--- src/rtl/md_unit_if.sv ---
// Decoder-to-multiply/divide bundle: the operation request and the HI/LO read path.
`default_nettype none

interface md_unit_if;
  logic [2:0]  md_op;
  logic        start;
  logic        flush;
  logic [31:0] src_a;
  logic [31:0] src_b;
  logic        mdm_sel;
  logic        busy;
  logic [31:0] rd_data;
  logic [31:0] hi;
  logic [31:0] lo;

  modport master (
    output md_op, start, flush, src_a, src_b, mdm_sel,
    input  busy, rd_data, hi, lo
  );

  modport slave (
    input  md_op, start, flush, src_a, src_b, mdm_sel,
    output busy, rd_data, hi, lo
  );
endinterface

`default_nettype wire

--- src/rtl/md_unit.sv ---
// Iterative MULT/MULTU/DIV/DIVU engine that owns HI/LO and services MTHI/MTLO writes.
`default_nettype none

module md_unit #(
  parameter int MUL_CYCLES = 5
) (
  input  logic       clk,
  input  logic       resetn,
  md_unit_if.slave   md
);

  typedef enum logic [1:0] {
    S_IDLE = 2'd0,
    S_MUL  = 2'd1,
    S_DIV  = 2'd2
  } state_e;

  localparam logic [5:0] MUL_LAST = 6'(MUL_CYCLES - 1);
  localparam logic [5:0] DIV_LAST = 6'd32;

  state_e      state_q, state_d;
  logic [5:0]  cnt_q, cnt_d;
  logic [31:0] hi_q, hi_d;
  logic [31:0] lo_q, lo_d;
  logic [31:0] op_a_q, op_a_d;
  logic [31:0] op_b_q, op_b_d;
  logic        sgn_q, sgn_d;
  logic [31:0] quo_q, quo_d;
  logic [31:0] rem_q, rem_d;
  logic [31:0] dvs_q, dvs_d;
  logic        q_neg_q, q_neg_d;
  logic        r_neg_q, r_neg_d;
  logic        dz_q, dz_d;

  logic        accept;
  logic        mt_wr;
  logic        a_neg, b_neg;
  logic [31:0] a_mag, b_mag;
  logic [63:0] mul_a, mul_b, prod;
  logic [32:0] rem_shift;
  logic [31:0] rem_sub;
  logic        rem_ge;
  logic [31:0] quo_fix, rem_fix;

  assign accept = (state_q == S_IDLE) && md.start && !md.flush && !md.md_op[2];
  assign mt_wr  = (state_q == S_IDLE) && !md.flush && (md.md_op[2:1] == 2'b10);

  assign a_neg = !md.md_op[0] && md.src_a[31];
  assign b_neg = !md.md_op[0] && md.src_b[31];
  assign a_mag = a_neg ? (32'd0 - md.src_a) : md.src_a;
  assign b_mag = b_neg ? (32'd0 - md.src_b) : md.src_b;

  // Sign-extending to 64 bits makes the low 64 bits of one unsigned multiply
  // correct for both the signed and unsigned product.
  assign mul_a = {{32{sgn_q & op_a_q[31]}}, op_a_q};
  assign mul_b = {{32{sgn_q & op_b_q[31]}}, op_b_q};
  assign prod  = mul_a * mul_b;

  // One restoring step: the difference fits in 32 bits whenever it is kept.
  assign rem_shift = {rem_q, quo_q[31]};
  assign rem_ge    = rem_shift >= {1'b0, dvs_q};
  assign rem_sub   = rem_shift[31:0] - dvs_q;

  assign quo_fix = q_neg_q ? (32'd0 - quo_q) : quo_q;
  assign rem_fix = r_neg_q ? (32'd0 - rem_q) : rem_q;

  always_comb begin
    state_d = state_q;
    cnt_d   = cnt_q;
    hi_d    = hi_q;
    lo_d    = lo_q;
    op_a_d  = op_a_q;
    op_b_d  = op_b_q;
    sgn_d   = sgn_q;
    quo_d   = quo_q;
    rem_d   = rem_q;
    dvs_d   = dvs_q;
    q_neg_d = q_neg_q;
    r_neg_d = r_neg_q;
    dz_d    = dz_q;

    case (state_q)
      S_IDLE: begin
        if (accept) begin
          op_a_d = md.src_a;
          op_b_d = md.src_b;
          sgn_d  = !md.md_op[0];
          cnt_d  = 6'd0;
          if (md.md_op[1]) begin
            state_d = S_DIV;
            quo_d   = a_mag;
            dvs_d   = b_mag;
            rem_d   = 32'd0;
            q_neg_d = a_neg ^ b_neg;
            r_neg_d = a_neg;
            dz_d    = (md.src_b == 32'd0);
          end else begin
            state_d = S_MUL;
          end
        end else if (mt_wr) begin
          if (md.md_op[0]) lo_d = md.src_a;
          else             hi_d = md.src_a;
        end
      end

      S_MUL: begin
        cnt_d = cnt_q + 6'd1;
        if (cnt_q == MUL_LAST) begin
          hi_d    = prod[63:32];
          lo_d    = prod[31:0];
          cnt_d   = 6'd0;
          state_d = S_IDLE;
        end
      end

      S_DIV: begin
        cnt_d = cnt_q + 6'd1;
        if (cnt_q == DIV_LAST) begin
          // Zero divisor returns all-ones quotient and the raw dividend regardless of sign.
          lo_d    = dz_q ? 32'hFFFF_FFFF : quo_fix;
          hi_d    = dz_q ? op_a_q : rem_fix;
          cnt_d   = 6'd0;
          state_d = S_IDLE;
        end else begin
          quo_d = {quo_q[30:0], rem_ge};
          rem_d = rem_ge ? rem_sub : rem_shift[31:0];
        end
      end

      default: begin
        state_d = S_IDLE;
        cnt_d   = 6'd0;
      end
    endcase
  end

  always_ff @(posedge clk or negedge resetn) begin
    if (!resetn) begin
      state_q <= S_IDLE;
      cnt_q   <= 6'd0;
      hi_q    <= 32'd0;
      lo_q    <= 32'd0;
      op_a_q  <= 32'd0;
      op_b_q  <= 32'd0;
      sgn_q   <= 1'b0;
      quo_q   <= 32'd0;
      rem_q   <= 32'd0;
      dvs_q   <= 32'd0;
      q_neg_q <= 1'b0;
      r_neg_q <= 1'b0;
      dz_q    <= 1'b0;
    end else begin
      state_q <= state_d;
      cnt_q   <= cnt_d;
      hi_q    <= hi_d;
      lo_q    <= lo_d;
      op_a_q  <= op_a_d;
      op_b_q  <= op_b_d;
      sgn_q   <= sgn_d;
      quo_q   <= quo_d;
      rem_q   <= rem_d;
      dvs_q   <= dvs_d;
      q_neg_q <= q_neg_d;
      r_neg_q <= r_neg_d;
      dz_q    <= dz_d;
    end
  end

  assign md.busy    = (state_q != S_IDLE);
  assign md.hi      = hi_q;
  assign md.lo      = lo_q;
  assign md.rd_data = md.mdm_sel ? lo_q : hi_q;

endmodule

`default_nettype wire

--- src/flat_wrapper.sv ---
// flat-port wrapper written by rule: the top's interface ports become plain ports
module md_unit_flat 
#(
  parameter int MUL_CYCLES = 5
)
  (clk, resetn, md_md_op, md_start, md_flush, md_src_a, md_src_b, md_mdm_sel, md_busy, md_rd_data, md_hi, md_lo);
  md_unit_if md_i ();
  input  logic clk;
  input  logic resetn;
  input wire logic [$bits(md_i.md_op)-1:0] md_md_op;
  input wire logic [$bits(md_i.start)-1:0] md_start;
  input wire logic [$bits(md_i.flush)-1:0] md_flush;
  input wire logic [$bits(md_i.src_a)-1:0] md_src_a;
  input wire logic [$bits(md_i.src_b)-1:0] md_src_b;
  input wire logic [$bits(md_i.mdm_sel)-1:0] md_mdm_sel;
  output wire logic [$bits(md_i.busy)-1:0] md_busy;
  output wire logic [$bits(md_i.rd_data)-1:0] md_rd_data;
  output wire logic [$bits(md_i.hi)-1:0] md_hi;
  output wire logic [$bits(md_i.lo)-1:0] md_lo;
  assign md_i.md_op = md_md_op;
  assign md_i.start = md_start;
  assign md_i.flush = md_flush;
  assign md_i.src_a = md_src_a;
  assign md_i.src_b = md_src_b;
  assign md_i.mdm_sel = md_mdm_sel;
  assign md_busy = md_i.busy;
  assign md_rd_data = md_i.rd_data;
  assign md_hi = md_i.hi;
  assign md_lo = md_i.lo;
  md_unit #(.MUL_CYCLES(MUL_CYCLES)) u_core (.clk(clk), .resetn(resetn), .md(md_i));
endmodule
--- config.mk ---
export PLATFORM = sky130hd
export DESIGN_NAME = md_unit_flat
export DESIGN_NICKNAME = d
export VERILOG_FILES = /design/src/rtl/md_unit_if.sv /design/src/rtl/md_unit.sv /design/src/flat_wrapper.sv
export SDC_FILE = /design/constraint.sdc
export NUM_CORES = 2
export LEC_CHECK = 0
export CAP_MARGIN = 20
export CORE_UTILIZATION = 39
export DETAILED_ROUTE_END_ITERATION = 10
export PLACE_DENSITY_LB_ADDON = 0.3
export SETUP_SLACK_MARGIN = 0.15
export SLEW_MARGIN = 20
export SYNTH_ARGS = -nofsm -noshare
export SYNTH_HDL_FRONTEND = slang
export SYNTH_SLANG_ARGS = --single-unit
export TNS_END_PERCENT = 30
--- constraint.sdc ---
create_clock -name clk -period 20.4 [get_ports clk]
set_input_delay 6.12 -clock clk [delete_from_list [all_inputs] [get_ports clk]]
set_output_delay 6.12 -clock clk [all_outputs]
set_load 0.02 [all_outputs]
# Yosys cells after proc, flatten, opt, wreduce, memory -nomap -nowiden
# Index checks and enable logic that the tools add are counted.
# totals
register_bits,236
inputBits,72
# classes
add_sub_neg,6
n_mul,1
n_lt_le_gt_ge,1
n_eq_ne,14
n_mux,37
bitwise_logic,3
reduce_logical,21
# ops
cell,count
$mux W32,24
$pmux W32 S3,2
$pmux W32 S2,2
$sub A1 B32 Y32 const A,4
$mul A33 B33 Y64,1
$ge A33 B32 Y1,1
$logic_not A32 Y1,1
$sub A32 B32 Y32,1
$mux W6,3
$pmux W6 S3,1
$reduce_and A6 Y1,2
$ne A2 B2 Y1 const B,5
$mux W2,4
$ne A2 B1 Y1 const B,4
$logic_and A1 B1 Y1,7
$add A6 B1 Y6 const B,1
$eq A6 B3 Y1 const B,1
$eq A6 B6 Y1 const B,1
$pmux W2 S3,1
$reduce_and A3 Y1,2
$eq A2 B2 Y1 const B,2
$reduce_and A4 Y1,1
$reduce_bool A2 Y1,2
$logic_not A1 Y1,3
other kinds (6),7

# Logic depth before layout (Yosys ltp)
# logic_depth
word_depth,6
ltp_mapped,33
depth_no_buf,30

# Worst setup path before layout
# OpenSTA, ideal clock, no wires.
# synth_timing
kind,input to output
start,in md_mdm_sel
end,out md_rd_data[10]
t_arrival_ps,7064
t_required_ps,14280
setup_slack_ps,7216
cell_stages,3
cell_sequence,clkbuf_1 -> buf_1 -> mux2_2
# synth_between
elab_chain_cells,1
# synth_lines
item,line_no,source
"start, declared",flat_wrapper.sv:15,input wire logic [$bits(md_i.mdm_sel)-1:0] md_mdm_sel;
$mux W32,md_unit.sv:172,assign md.rd_data = md.mdm_sel ? lo_q : hi_q;
"end, declared",flat_wrapper.sv:17,output wire logic [$bits(md_i.rd_data)-1:0] md_rd_data;
# No other way between the ends.

# Worst setup path after layout
# layout_timing
start,in md_mdm_sel
end,out md_rd_data[13]
# The elaborated chain is that of the path after synthesis.

==> implementation parameters <==
Parameter                              Value

Run status
  Result of the run ... finished, final reports clean

Timing
  Time the final worst path needs with I/O delays and setup ... 13,850 ps
  Final Hold Vio Count ... 0
  Number of slew-limit violations in the final report ... 0
  Relative slew margins ... 25.3%
  Worst Skew ... ~23 ps
  Count of endpoints failing setup in the final report ... 0
  Period utilisation layout ... 67.9%
  Highest clock rate ... 72.2 MHz
  RSZ-0062 raised after global routing ... no
  Transition time at the pin with the least slew margin ... 1120 ps
  Setup tns final ... 0 ps

Detailed routing
  WL/cell ... 20.1 um
  Detailed-route vias per instance ... 5.30
  Iter 0 DRT Violations ... ~2,800
  Total routed wirelength ... 155,000 um
  Vias ... 41,000
  Number of iterations in the first detailed-routing pass ... 5
  Antenna viol nets, final ... 0
  DRC errors left ... 0

Die
  Area of the die ... between 100,000 and 150,000 um^2
  Area inside the core boundary ... roughly 140,000 um^2
  Initial standard-cell utilization of the core ... 39.3%
  Vertical die dimension ... 372 um
  Chip width ... ~370 um
  Top Ports ... 169
  Number of standard-cell rows in the floorplan ... 135

CTS
  Count of H-tree levels built during CTS ... 1
  Number of clock sinks ... 236
  Master cell of the clock root buffer ... sky130_fd_sc_hd__clkbuf_16
  TritonCTS clock tree ... done
  Clock buffers created by TritonCTS ... 27
  Hold bufs inserted after CTS ... 0
  Buffers inserted during post-CTS setup optimization ... 0
  Number of instances resized during post-cts repair ... 0
  Worst skew pair latency ... 590 ps
  Number of buffers between clock root and the deepest sink ... 3
  Clock slew at reported path FFs ... 60 ps

Min path
  Hold Path Stages ... 2
  Worst min path class ... reg2reg
  Start point of the worst min-delay path ... u_core.dvs_q[29]
  Hold Crit Endpoint ... u_core.dvs_q[29]

Global route
  Wire length of the first global-routing pass ... 249,000 um
  Via count of the first global-routing pass ... 43,100
  Initial antenna violation count ... 7
  Global routing usage summed across all routing layers ... a little under a quarter
  Pin count of the biggest net entering global routing ... 97
  Global route total overflow ... 0

Synthesis
  EDFF count, synth ... 0
  Summed instance area of the synthesized netlist ... 53,300 um^2
  Largest area contributor in the netlist ... sky130_fd_sc_hd__fa_1
  Most used DFF post-synth ... sky130_fd_sc_hd__dfrtp_1
  Most common cell in the netlist ... sky130_fd_sc_hd__inv_1
  Sequential fraction of the synthesis area ... 11.1%
  Post-synthesis net count ... 7,457
  Unique cell type count in the Yosys netlist ... 79
  Biggest area contributors in the synthesized netlist ... sky130_fd_sc_hd__fa_1, sky130_fd_sc_hd__dfrtp_1, sky130_fd_sc_hd__inv_1
  Asr flop ratio synth ... 100%
  Post-synthesis cell count ... 6,005
  Ys Warns ... 0
  Register bit count reported by yosys ... 236
  Top cells by instance count after synthesis ... sky130_fd_sc_hd__inv_1, sky130_fd_sc_hd__fa_1, sky130_fd_sc_hd__nand2_1, sky130_fd_sc_hd__and2_1, sky130_fd_sc_hd__clkbuf_1
  Area share of the leading cell type in the synthesized netlist ... 42.3%
  Post-synthesis area per instance ... ~8.9 um^2

Finish
  Area of the multi-input gates ... 41,500 um^2
  Footprint of the flip-flops and latches ... roughly 5900 um^2
  Area of all placed cells without fillers ... 57,500 um^2
  Total of fill cells in the finished design ... 13,500
  Utilization after layout ... a little over two fifths
  Fraction of layout cells with a size suffix above 1 ... 4.59%
  Area Growth Syn to Fin ... 7.92%
  Final net count ... 7,374

Worst setup path
  Worst R2R Start ... u_core.sgn_q
  Worst-path cell chain ... buf_2 > mux2_2 > clkdlybuf4s50_1
  Buffers and inverters on the worst path ... 2
  Endpoint required time on the critical path ... 14,280 ps
  End of the worst register-to-register path ... u_core.md.hi[30]
  Critical path launch point type ... input pin
  Critical path start-end classification ... in2out
  Reg2Reg Depth ... 29
  Data arrival time of the critical path ... about 7700 ps
  Highest-delay cell along the critical path ... sky130_fd_sc_hd__buf_2
  Worst-path fanout max ... 32
  Worst reg2reg setup slack ... between 10,000 and 15,000 ps
  Family with the most delay on the worst path ... buffers and inverters
  Highest cell delay on the worst timing path ... 610 ps
  Critical Path End Type ... primary output

Place
  HPWL reported at the end of detailed placement ... 123,000 um
  Input/output buffers ... 168
  Cell area after placement ... 56,500 um^2
  Final estimated routing congestion in global placement ... 0.930

Flow run
  Maximum Capacitance Violations ... 0
-- final cells by class --
class / count / area share [%]
Clock inverter: 12 / 0.364
Inverter: 1191 / 7.78
Antenna cell: 6 / 0.0261
Clock buffer: 37 / 1.35
Tap cell: 1781 / 3.88
Timing Repair Buffer: 253 / 4.04
Multi-Input combinational cell: 4213 / 72.3
Sequential cell: 236 / 10.3
-- placed cells by master, fill, tap and decap left out, types with 51 or more instances in the layout --
| cell | netlist | final |
|---|---|---|
| sky130_fd_sc_hd__nand2_1 | 989 | 986 |
| sky130_fd_sc_hd__ha_1 | 254 | 251 |
| sky130_fd_sc_hd__inv_1 | 1191 | 1191 |
| sky130_fd_sc_hd__o21ai_0 | 243 | 243 |
| sky130_fd_sc_hd__fa_1 | 1126 | 1126 |
| sky130_fd_sc_hd__xnor2_1 | 129 | 129 |
| sky130_fd_sc_hd__dfrtp_1 | 236 | 232 |
| sky130_fd_sc_hd__clkdlybuf4s50_1 | 0 | 166 |
| sky130_fd_sc_hd__a21o_1 | 54 | 54 |
| sky130_fd_sc_hd__nor2_1 | 178 | 177 |
| sky130_fd_sc_hd__mux2_2 | 95 | 95 |
| sky130_fd_sc_hd__o31ai_1 | 51 | 51 |
| sky130_fd_sc_hd__xor2_1 | 80 | 80 |
| sky130_fd_sc_hd__buf_4 | 1 | 84 |
| sky130_fd_sc_hd__and2_1 | 366 | 366 |
| sky130_fd_sc_hd__a21oi_1 | 193 | 193 |
-- metal layers --
| layer | GRT usage [%] | routed length [um] | up-vias |
|---|---|---|---|
| met4 | 6.23 | 4630 | 0 |
| met5 | 0 | 0 | - |
| met3 | 2.42 | 8470 | 241 |
| li1 | - | - | 18100 |
| met2 | 40.2 | 77400 | 1139 |
| met1 | 30.5 | 64600 | 21600 |
-- worst min-delay path, delay by kind of cell (launching register included) --
kind             cells  cell delay, ps
flip-flops           1             340
AND/OR/NAND/NOR      1              50
AO/OA/AOI/OAI        1              60
-- sequential cells by signal, summed over array words and instances, names as in the netlist --
register        count
u_core.state_q      2
u_core.dvs_q       32
u_core.r_neg_q      1
u_core.sgn_q        1
u_core.md.hi       32
u_core.op_a_q      32
u_core.quo_q       32
u_core.dz_q         1
u_core.rem_q       32
u_core.cnt_q        6
u_core.md.lo       32
u_core.op_b_q      32
u_core.q_neg_q      1
-- kinds of logic after synthesis --
| family | synth area share [%] |
|---|---|
| xor+xnor | 3.44 |
| flops | 11.1 |
| simple gates | 15.3 |
| compound gates | 8.73 |
| buf+inv | 11.0 |
| fa+ha+maj | 48.3 |
| mux | 2.12 |
-- how the worst max path moves through the flow --
stage                           to  cells past startpoint       start  slack [ps]
floorplan           md_rd_data[10]                      3  md_mdm_sel        7220
global placement    md_rd_data[10]                      3  md_mdm_sel        6590
detailed placement  md_rd_data[13]                      3  md_mdm_sel        6510
CTS                 md_rd_data[13]                      3  md_mdm_sel        6510
global route        md_rd_data[13]                      3  md_mdm_sel        6450
finish              md_rd_data[13]                      3  md_mdm_sel        6550
-- through the flow --
stage	hold WS (ps)	worst slack, ps	cells
2_1_floorplan	450	7220	6005
3_3_place_gp	467	6590	7674
3_5_place_dp	471	6510	7674
4_1_cts	485	6510	7723
5_1_grt	510	6450	7725
6_report	480	6550	7729
Power is left out: the tool's default activity adds up to more than one toggle a clock period on the data nets, which glitch-free logic cannot reach.
